### config.mk
export PLATFORM = sky130hd
export DESIGN_NAME = rob_mc
export DESIGN_NICKNAME = d
export VERILOG_FILES = /design/src/rtl/rob_mc.sv
export SDC_FILE = /design/constraint.sdc
export NUM_CORES = 2
export LEC_CHECK = 0
export ABC_AREA = 0
export ABC_CLOCK_PERIOD_IN_PS = 11500
export CAP_MARGIN = 20
export CELL_PAD_IN_SITES_DETAIL_PLACEMENT = 1
export CELL_PAD_IN_SITES_GLOBAL_PLACEMENT = 2
export CORE_ASPECT_RATIO = 1.5
export CORE_MARGIN = 5
export CORE_UTILIZATION = 40
export DETAILED_ROUTE_END_ITERATION = 8
export PLACE_DENSITY_LB_ADDON = 0.1
export SETUP_SLACK_MARGIN = 0.4
export SYNTH_ARGS = -nofsm -noshare
export SYNTH_HDL_FRONTEND = slang
export SYNTH_SLANG_ARGS = --single-unit
export TNS_END_PERCENT = 10
### constraint.sdc
create_clock -name clk -period 11.5 [get_ports clk]
set_clock_uncertainty 0.05 [all_clocks]
set_input_delay 1.725 -clock clk [delete_from_list [all_inputs] [get_ports clk]]
set_output_delay 1.725 -clock clk [all_outputs]
set_load 0.005 [all_outputs]
### src/rtl/rob_mc.sv
// rob_mc: parametrised reorder buffer with its own tail pointer, commit valid/ready handshake,
// precise exception flush, external flush and pending-aware operand bypass.
// Optional feature macro ROB_MC_CPL_BYPASS_EN: bypass also forwards same-cycle completion-port results.
module rob_mc #(
    parameter int ROB_DEPTH = 16,
    parameter int IDX_W     = $clog2(ROB_DEPTH),
    parameter int DATA_W    = 32,
    parameter int N_CPL     = 3
) (
    input  logic                    clk,
    input  logic                    reset,
    input  logic                    in_alloc_valid,
    input  logic [DATA_W-1:0]       in_alloc_pc,
    input  logic [DATA_W-1:0]       in_alloc_addr,
    input  logic [4:0]              in_alloc_rd,
    input  logic                    in_alloc_wb,
    input  logic [2:0]              in_alloc_type,
    output logic                    out_alloc_ready,
    output logic [IDX_W-1:0]        out_alloc_idx,
    input  logic [N_CPL-1:0]        in_cpl_valid,
    input  logic [N_CPL*IDX_W-1:0]  in_cpl_idx,
    input  logic [N_CPL*DATA_W-1:0] in_cpl_value,
    input  logic [N_CPL*3-1:0]      in_cpl_exc,
    output logic                    out_commit_valid,
    input  logic                    in_commit_ready,
    output logic [DATA_W-1:0]       out_commit_value,
    output logic [4:0]              out_commit_rd,
    output logic                    out_commit_wb,
    output logic [2:0]              out_commit_type,
    output logic                    out_exc_valid,
    output logic [2:0]              out_exc_cause,
    output logic [DATA_W-1:0]       out_exc_pc,
    output logic [DATA_W-1:0]       out_exc_addr,
    input  logic                    in_flush,
    output logic                    out_full,
    output logic                    out_empty,
    input  logic [4:0]              in_rs1,
    input  logic [4:0]              in_rs2,
    output logic                    out_rs1_hit,
    output logic                    out_rs2_hit,
    output logic                    out_rs1_pend,
    output logic                    out_rs2_pend,
    output logic [DATA_W-1:0]       out_rs1_value,
    output logic [DATA_W-1:0]       out_rs2_value
);

    localparam logic [IDX_W:0]   DEPTH_C   = (IDX_W+1)'(ROB_DEPTH);
    localparam logic [IDX_W:0]   CNT_ONE_C = (IDX_W+1)'(1);
    localparam logic [IDX_W-1:0] LAST_C    = IDX_W'(ROB_DEPTH - 1);

    typedef struct packed {
        logic              hit;
        logic              pend;
        logic [DATA_W-1:0] value;
    } byp_t;

    logic              valid_r    [ROB_DEPTH];
    logic              complete_r [ROB_DEPTH];
    logic [2:0]        exc_r      [ROB_DEPTH];
    logic [DATA_W-1:0] value_r    [ROB_DEPTH];
    logic [DATA_W-1:0] pc_r       [ROB_DEPTH];
    logic [DATA_W-1:0] addr_r     [ROB_DEPTH];
    logic [4:0]        rd_r       [ROB_DEPTH];
    logic              wb_r       [ROB_DEPTH];
    logic [2:0]        type_r     [ROB_DEPTH];

    logic [IDX_W-1:0]  head_r;
    logic [IDX_W-1:0]  tail_r;
    logic [IDX_W:0]    count_r;

    logic              head_valid_s;
    logic              commit_valid_s;
    logic              exc_valid_s;
    logic              commit_fire_s;
    logic              flush_now_s;
    logic              full_s;
    logic              alloc_ready_s;
    logic              alloc_fire_s;
    logic [IDX_W-1:0]  cpl_idx_s   [N_CPL];
    logic [DATA_W-1:0] cpl_value_s [N_CPL];
    logic [2:0]        cpl_exc_s   [N_CPL];
    logic              cpl_ok_s    [N_CPL];
    byp_t              rs1_byp_s;
    byp_t              rs2_byp_s;

    function automatic logic [IDX_W-1:0] next_idx(input logic [IDX_W-1:0] idx);
        logic [IDX_W-1:0] nxt;
        if (idx == LAST_C) begin
            nxt = {IDX_W{1'b0}};
        end else begin
            nxt = idx + IDX_W'(1);
        end
        return nxt;
    endfunction

    // Walks the live window oldest to youngest so the last match seen is the youngest producer.
    function automatic byp_t lookup(input logic [4:0] rs);
        byp_t             res;
        logic             found;
        logic [IDX_W-1:0] pos;
        logic [IDX_W-1:0] match;
        logic [IDX_W:0]   sum;
        logic             cpl_hit;
        logic [2:0]       cpl_exc;
        logic [DATA_W-1:0] cpl_val;
        res     = '0;
        found   = 1'b0;
        match   = {IDX_W{1'b0}};
        cpl_hit = 1'b0;
        cpl_exc = 3'd0;
        cpl_val = {DATA_W{1'b0}};
        for (int k = 0; k < ROB_DEPTH; k++) begin
            sum = {1'b0, head_r} + (IDX_W+1)'(k);
            if (sum >= DEPTH_C) begin
                sum = sum - DEPTH_C;
            end else begin
                sum = sum;
            end
            pos = sum[IDX_W-1:0];
            if (valid_r[pos] && wb_r[pos] && (rd_r[pos] == rs)) begin
                found = 1'b1;
                match = pos;
            end else begin
                found = found;
            end
        end
        for (int p = 0; p < N_CPL; p++) begin
            if (in_cpl_valid[p] && (cpl_idx_s[p] == match)) begin
                cpl_hit = 1'b1;
                cpl_exc = cpl_exc_s[p];
                cpl_val = cpl_value_s[p];
            end else begin
                cpl_hit = cpl_hit;
            end
        end
        if ((rs == 5'd0) || !found) begin
            res = '0;
        end else if (complete_r[match] && (exc_r[match] == 3'd0)) begin
            res.hit   = 1'b1;
            res.value = value_r[match];
        end else begin
`ifdef ROB_MC_CPL_BYPASS_EN
            if (!complete_r[match] && cpl_hit && (cpl_exc == 3'd0)) begin
                res.hit   = 1'b1;
                res.value = cpl_val;
            end else begin
                res.pend  = 1'b1;
            end
`else
            res.pend = 1'b1;
`endif
        end
        return res;
    endfunction

    // Head status, handshake fires and flush decision.
    always_comb begin
        head_valid_s   = valid_r[head_r];
        commit_valid_s = head_valid_s && complete_r[head_r] && (exc_r[head_r] == 3'd0);
        exc_valid_s    = head_valid_s && complete_r[head_r] && (exc_r[head_r] != 3'd0);
        commit_fire_s  = commit_valid_s && in_commit_ready;
        flush_now_s    = in_flush || (exc_valid_s && in_commit_ready);
        full_s         = (count_r == DEPTH_C);
        alloc_ready_s  = !full_s && !flush_now_s;
        alloc_fire_s   = in_alloc_valid && alloc_ready_s;
    end

    // Unpack completion ports and qualify each against a live, in-range entry.
    always_comb begin
        for (int p = 0; p < N_CPL; p++) begin
            cpl_idx_s[p]   = in_cpl_idx[p*IDX_W +: IDX_W];
            cpl_value_s[p] = in_cpl_value[p*DATA_W +: DATA_W];
            cpl_exc_s[p]   = in_cpl_exc[p*3 +: 3];
            cpl_ok_s[p]    = in_cpl_valid[p] && ({1'b0, cpl_idx_s[p]} < DEPTH_C) && valid_r[cpl_idx_s[p]];
        end
    end

    // Entry storage and pointers; later ports overwrite earlier ones, commit clear overrides completion.
    always_ff @(posedge clk) begin
        if (reset || flush_now_s) begin
            head_r  <= {IDX_W{1'b0}};
            tail_r  <= {IDX_W{1'b0}};
            count_r <= {(IDX_W+1){1'b0}};
            for (int i = 0; i < ROB_DEPTH; i++) begin
                valid_r[i]    <= 1'b0;
                complete_r[i] <= 1'b0;
                exc_r[i]      <= 3'd0;
            end
        end else begin
            for (int p = 0; p < N_CPL; p++) begin
                if (cpl_ok_s[p]) begin
                    value_r[cpl_idx_s[p]]    <= cpl_value_s[p];
                    exc_r[cpl_idx_s[p]]      <= cpl_exc_s[p];
                    complete_r[cpl_idx_s[p]] <= 1'b1;
                end
            end
            if (commit_fire_s) begin
                valid_r[head_r]    <= 1'b0;
                complete_r[head_r] <= 1'b0;
                head_r             <= next_idx(head_r);
            end
            if (alloc_fire_s) begin
                valid_r[tail_r]    <= 1'b1;
                complete_r[tail_r] <= 1'b0;
                exc_r[tail_r]      <= 3'd0;
                value_r[tail_r]    <= {DATA_W{1'b0}};
                pc_r[tail_r]       <= in_alloc_pc;
                addr_r[tail_r]     <= in_alloc_addr;
                rd_r[tail_r]       <= in_alloc_rd;
                wb_r[tail_r]       <= in_alloc_wb;
                type_r[tail_r]     <= in_alloc_type;
                tail_r             <= next_idx(tail_r);
            end
            if (alloc_fire_s && !commit_fire_s) begin
                count_r <= count_r + CNT_ONE_C;
            end else if (!alloc_fire_s && commit_fire_s) begin
                count_r <= count_r - CNT_ONE_C;
            end else begin
                count_r <= count_r;
            end
        end
    end

    // Head mirror for commit and exception consumers; zero when the head slot is empty.
    always_comb begin
        out_commit_valid = commit_valid_s;
        out_exc_valid    = exc_valid_s;
        if (head_valid_s) begin
            out_commit_value = value_r[head_r];
            out_commit_rd    = rd_r[head_r];
            out_commit_wb    = wb_r[head_r];
            out_commit_type  = type_r[head_r];
            out_exc_cause    = exc_r[head_r];
            out_exc_pc       = pc_r[head_r];
            out_exc_addr     = addr_r[head_r];
        end else begin
            out_commit_value = {DATA_W{1'b0}};
            out_commit_rd    = 5'd0;
            out_commit_wb    = 1'b0;
            out_commit_type  = 3'd0;
            out_exc_cause    = 3'd0;
            out_exc_pc       = {DATA_W{1'b0}};
            out_exc_addr     = {DATA_W{1'b0}};
        end
    end

    // Operand bypass for both source registers.
    always_comb begin
        rs1_byp_s     = lookup(in_rs1);
        rs2_byp_s     = lookup(in_rs2);
        out_rs1_hit   = rs1_byp_s.hit;
        out_rs1_pend  = rs1_byp_s.pend;
        out_rs1_value = rs1_byp_s.value;
        out_rs2_hit   = rs2_byp_s.hit;
        out_rs2_pend  = rs2_byp_s.pend;
        out_rs2_value = rs2_byp_s.value;
    end

    // Status outputs.
    always_comb begin
        out_alloc_ready = alloc_ready_s;
        out_alloc_idx   = tail_r;
        out_full        = full_s;
        out_empty       = (count_r == {(IDX_W+1){1'b0}});
    end

endmodule

==> flow_summary_export.csv <==
group,metric,value,unit
status,status,"complete, no violations",
global_route,grt_usage,36.5,%
pwr,ir_worst_vdd,0.157,mV
synth,synth_edf_count,1168,
synth,async_flop_share,0,%
die,die_y,630,um
timing,finalWorstSetupSlack,622,ps
synth,netlist_top_cells_area,"edfxtp_1 (34%), mux4_2 (15%), dfxtp_1 (12%)",
clocking,htreeDepth,4,
route,vias_per_cell,6.98,
global_route,gr-usage-met1,44.4,%
global_route,grt_overflow,0,
worst_setup_path,cpPeakStageDelay,1190,ps
finish,area_growth,13.3,%
die,initial_utilization,40.2,%
timing,min_period_over_period,94.6,%
synth,synth_area_leader_cell,"edfxtp_1",
global_route,grtUsageMet3,7.57,%
synth,syn_area_per_cell,10.9,sq um
clocking,cts_tree,"yes",
pwr,p_leak,0.0378,uW
global_route,grt_pass1_wl,700000,um
route,ant_nets,0,
worst_setup_path,cp_slowest_cell,"a221oi_1",
timing,setup_tns,0,ps
clocking,clk_pin_slew,60,ps
clocking,cts_buffers,189,
synth,syn_inst,9362,
global_route,antenna_found_initial,66,
finish,fillerInstances,26700,
clocking,cts_buffer_depth,4,
global_route,use_met2,59.2,%
synth,synth_common_cells,"edfxtp_1 (1168), nand2_1 (1056), clkbuf_1 (779)",
finish,drive_gt1_share,15.9,%
global_route,top_usage_layer,"met2",
worst_setup_path,start_kind,"flip-flop",
pwr,p_per_area,119,nW/um^2
clocking,clock_latency,880,ps
route,vias,88700,
worst_setup_path,crit_required,9730,ps
place,place_ws,1240,ps
finish,nets,9423,
place,gp_congestion,0.963,
route,finalWirelength,502000,um
die,die_area,266000,sq um
place,portBuffers,392,
die,rows,227,
die,die_w,423,um
synth,yosys.cell_count.top_type,"edfxtp_1",
flow_run,max_cap_viol_count,0,
timing,slew_viol_final,0,
timing,slew_headroom,6.69,%
die,ios,393,
clocking,clock-sinks,1777,
synth,ys_seq_area_share,46.2,%
synth,synthFlopType,"edfxtp_1",
worst_setup_path,crit_path_cell_trace,"buf_4 -> buf_4 -> mux4_2 -> mux2i_1 -> xor2_1 -> and3_1 -> o211ai_1 -> nor2_1 -> nor4b_1 -> or4_1 -> nand3_1 -> nand2_4 -> buf_4 -> a211o_1 -> o2111a_1 -> a31oi_4 -> buf_12 -> a221oi_1 -> clkdlybuf4s50_1",
route,drtIter0Drc,10300,
synth,ys.warnings.count,0,
route,wire_per_inst,39.5,um
synth,synth_area,102000,sq um
min_path,holdCritPathClass,"reg -> reg",
worst_setup_path,crit_path_frequent_cell,"buf_4",
timing,fin_crit,10880,ps
synth,ys_seq_elements,1777,
timing,fmax,0.0919,GHz
place,dp_hpwl,298000,um
timing,rsz0062_at_grt,"no",
timing,hold_viol,0,
worst_setup_path,path_class,"reg -> out",
synth,synth_nets,9592,
route,drt_pre_antenna_iters,8,
worst_setup_path,crit_fanout,43,
worst_setup_path,endpoint_kind,"output pin",
route,drc,0,
clocking,cts-root-buf,"clkbuf_16",
synth,yosysUniqueCellTypes,100,
global_route,grt_pass1_vias,90100,
clocking,cts_setup_buffers,0,
die,core-area,255000,sq um
timing,setup_violations,0,
worst_setup_path,arrival,9100,ps
timing,tightest_slew,1400,ps
synth,synth_top_area_share,34.3,%
global_route,grt_max_degree,154,
critical path, delay by kind of cell, from the launching register on:
family | cells | cell delay [ps]
flip-flops | 1 | 550
XOR/XNOR | 1 | 130
buffers and inverters | 5 | 2620
multiplexers | 2 | 1180
AND/OR/NAND/NOR | 6 | 1660
AO/OA/AOI/OAI | 5 | 2000
per-layer routing:
| metal | vias to the layer above | wire length, um |
|---|---|---|
| met5 | - | 325 |
| met4 | 50 | 38000 |
| met3 | 1671 | 41600 |
| met2 | 5086 | 235000 |
| met1 | 46200 | 187000 |
| li1 | 35600 | - |
metrics by stage:
| stage | utilization [%] | power (uW) | hold slack, ps | cell area (sq um) | instances |
|---|---|---|---|---|---|
| finish | 45.5 | 13800 | 435 | 116000 | 12700 |
| global route | 45.5 | 14200 | 456 | 116000 | 12700 |
| CTS | 45.5 | 13900 | 433 | 116000 | 12700 |
| detailed placement | 43.1 | 7620 | 425 | 110000 | 12300 |
| global placement | 43.0 | 7600 | 416 | 110000 | 12300 |
| floorplan | - | 7280 | 401 | 102000 | 9362 |
timing repair:
item,in CTS,in global routing
endpoints found under the setup margin,2,36
gates resized for setup,1,4
hold buffers,0,0
placed cells by master (no fill, tap or decap), drive strengths merged, types with 266 or more instances in the layout:
| master | synthesis | final |
|---|---|---|
| dfxtp | 609 | 609 |
| nand3 | 777 | 777 |
| o21ai | 343 | 343 |
| buf | 251 | 282 |
| mux2i | 597 | 597 |
| a21oi | 662 | 662 |
| edfxtp | 1168 | 1168 |
| nand2 | 1056 | 1056 |
| clkdlybuf4s50 | 0 | 391 |
| a211oi | 266 | 266 |
| mux4 | 703 | 703 |
| nor2 | 657 | 657 |
cell type report:
| class | instances | area [sq um] | share of cell area (%) |
|---|---|---|---|
| inverter | 24 | 90.1 | 0.0777 |
| clock buffer | 234 | 5060 | 4.36 |
| clock inverter | 100 | 1080 | 0.934 |
| timing repair buffer | 673 | 6610 | 5.70 |
| multi-input combinational | 6528 | 51600 | 44.5 |
| tap | 3320 | 4150 | 3.58 |
| sequential | 1777 | 47300 | 40.8 |
| antenna | 38 | 95.1 | 0.0820 |
report_power, final:
| group | switching (uW) | internal, uW | total (uW) | leakage, uW |
|---|---|---|---|---|
| sequential | 25.4 | 6820 | 6840 | 0.0154 |
| clock | 2760 | 3550 | 6310 | 0.00300 |
| combinational | 437 | 218 | 654 | 0.0194 |
| total | 3220 | 10600 | 13800 | 0.0378 |
kinds of logic (layout without fill, tap and decap cells):
group | count (synthesis) | count (layout) | share of synthesized area [%]
compound gates | 2088 | 2088 | 13.5
xor+xnor | 170 | 170 | 1.50
fa+ha+maj | 22 | 22 | 0.276
buf+inv | 1057 | 1031 | 4.12
flops | 1777 | 1777 | 46.2
mux | 1331 | 1331 | 21.6
other cells | 0 | 38 | 0
simple gates | 2917 | 2917 | 12.8
path summary, 6_finish.rpt:
check,startpoint,to,slack (ps),cells after the start
max,head_r[1]$_SDFFE_PP0P_,out_rs1_value[31],620,19
min,value_r[1][14]$_SDFFE_PP0P_,value_r[1][14]$_SDFFE_PP0P_,430,2
max reg2reg,flip-flop,value_r[0][11]$_SDFFE_PP0P_,2790,15
min reg2reg,value_r[1][14]$_SDFFE_PP0P_,value_r[1][14]$_SDFFE_PP0P_,430,2
flip-flops by register name, summed over array words and instances (netlist names), named ones only:
signal / count
addr_r: 512
pc_r: 512
value_r: 512
rd_r: 80
exc_r: 48
type_r: 48
complete_r: 16
valid_r: 16
wb_r: 16
count_r: 5
head_r: 4
out_alloc_idx: 4
Power figures use the tool's default switching activity.
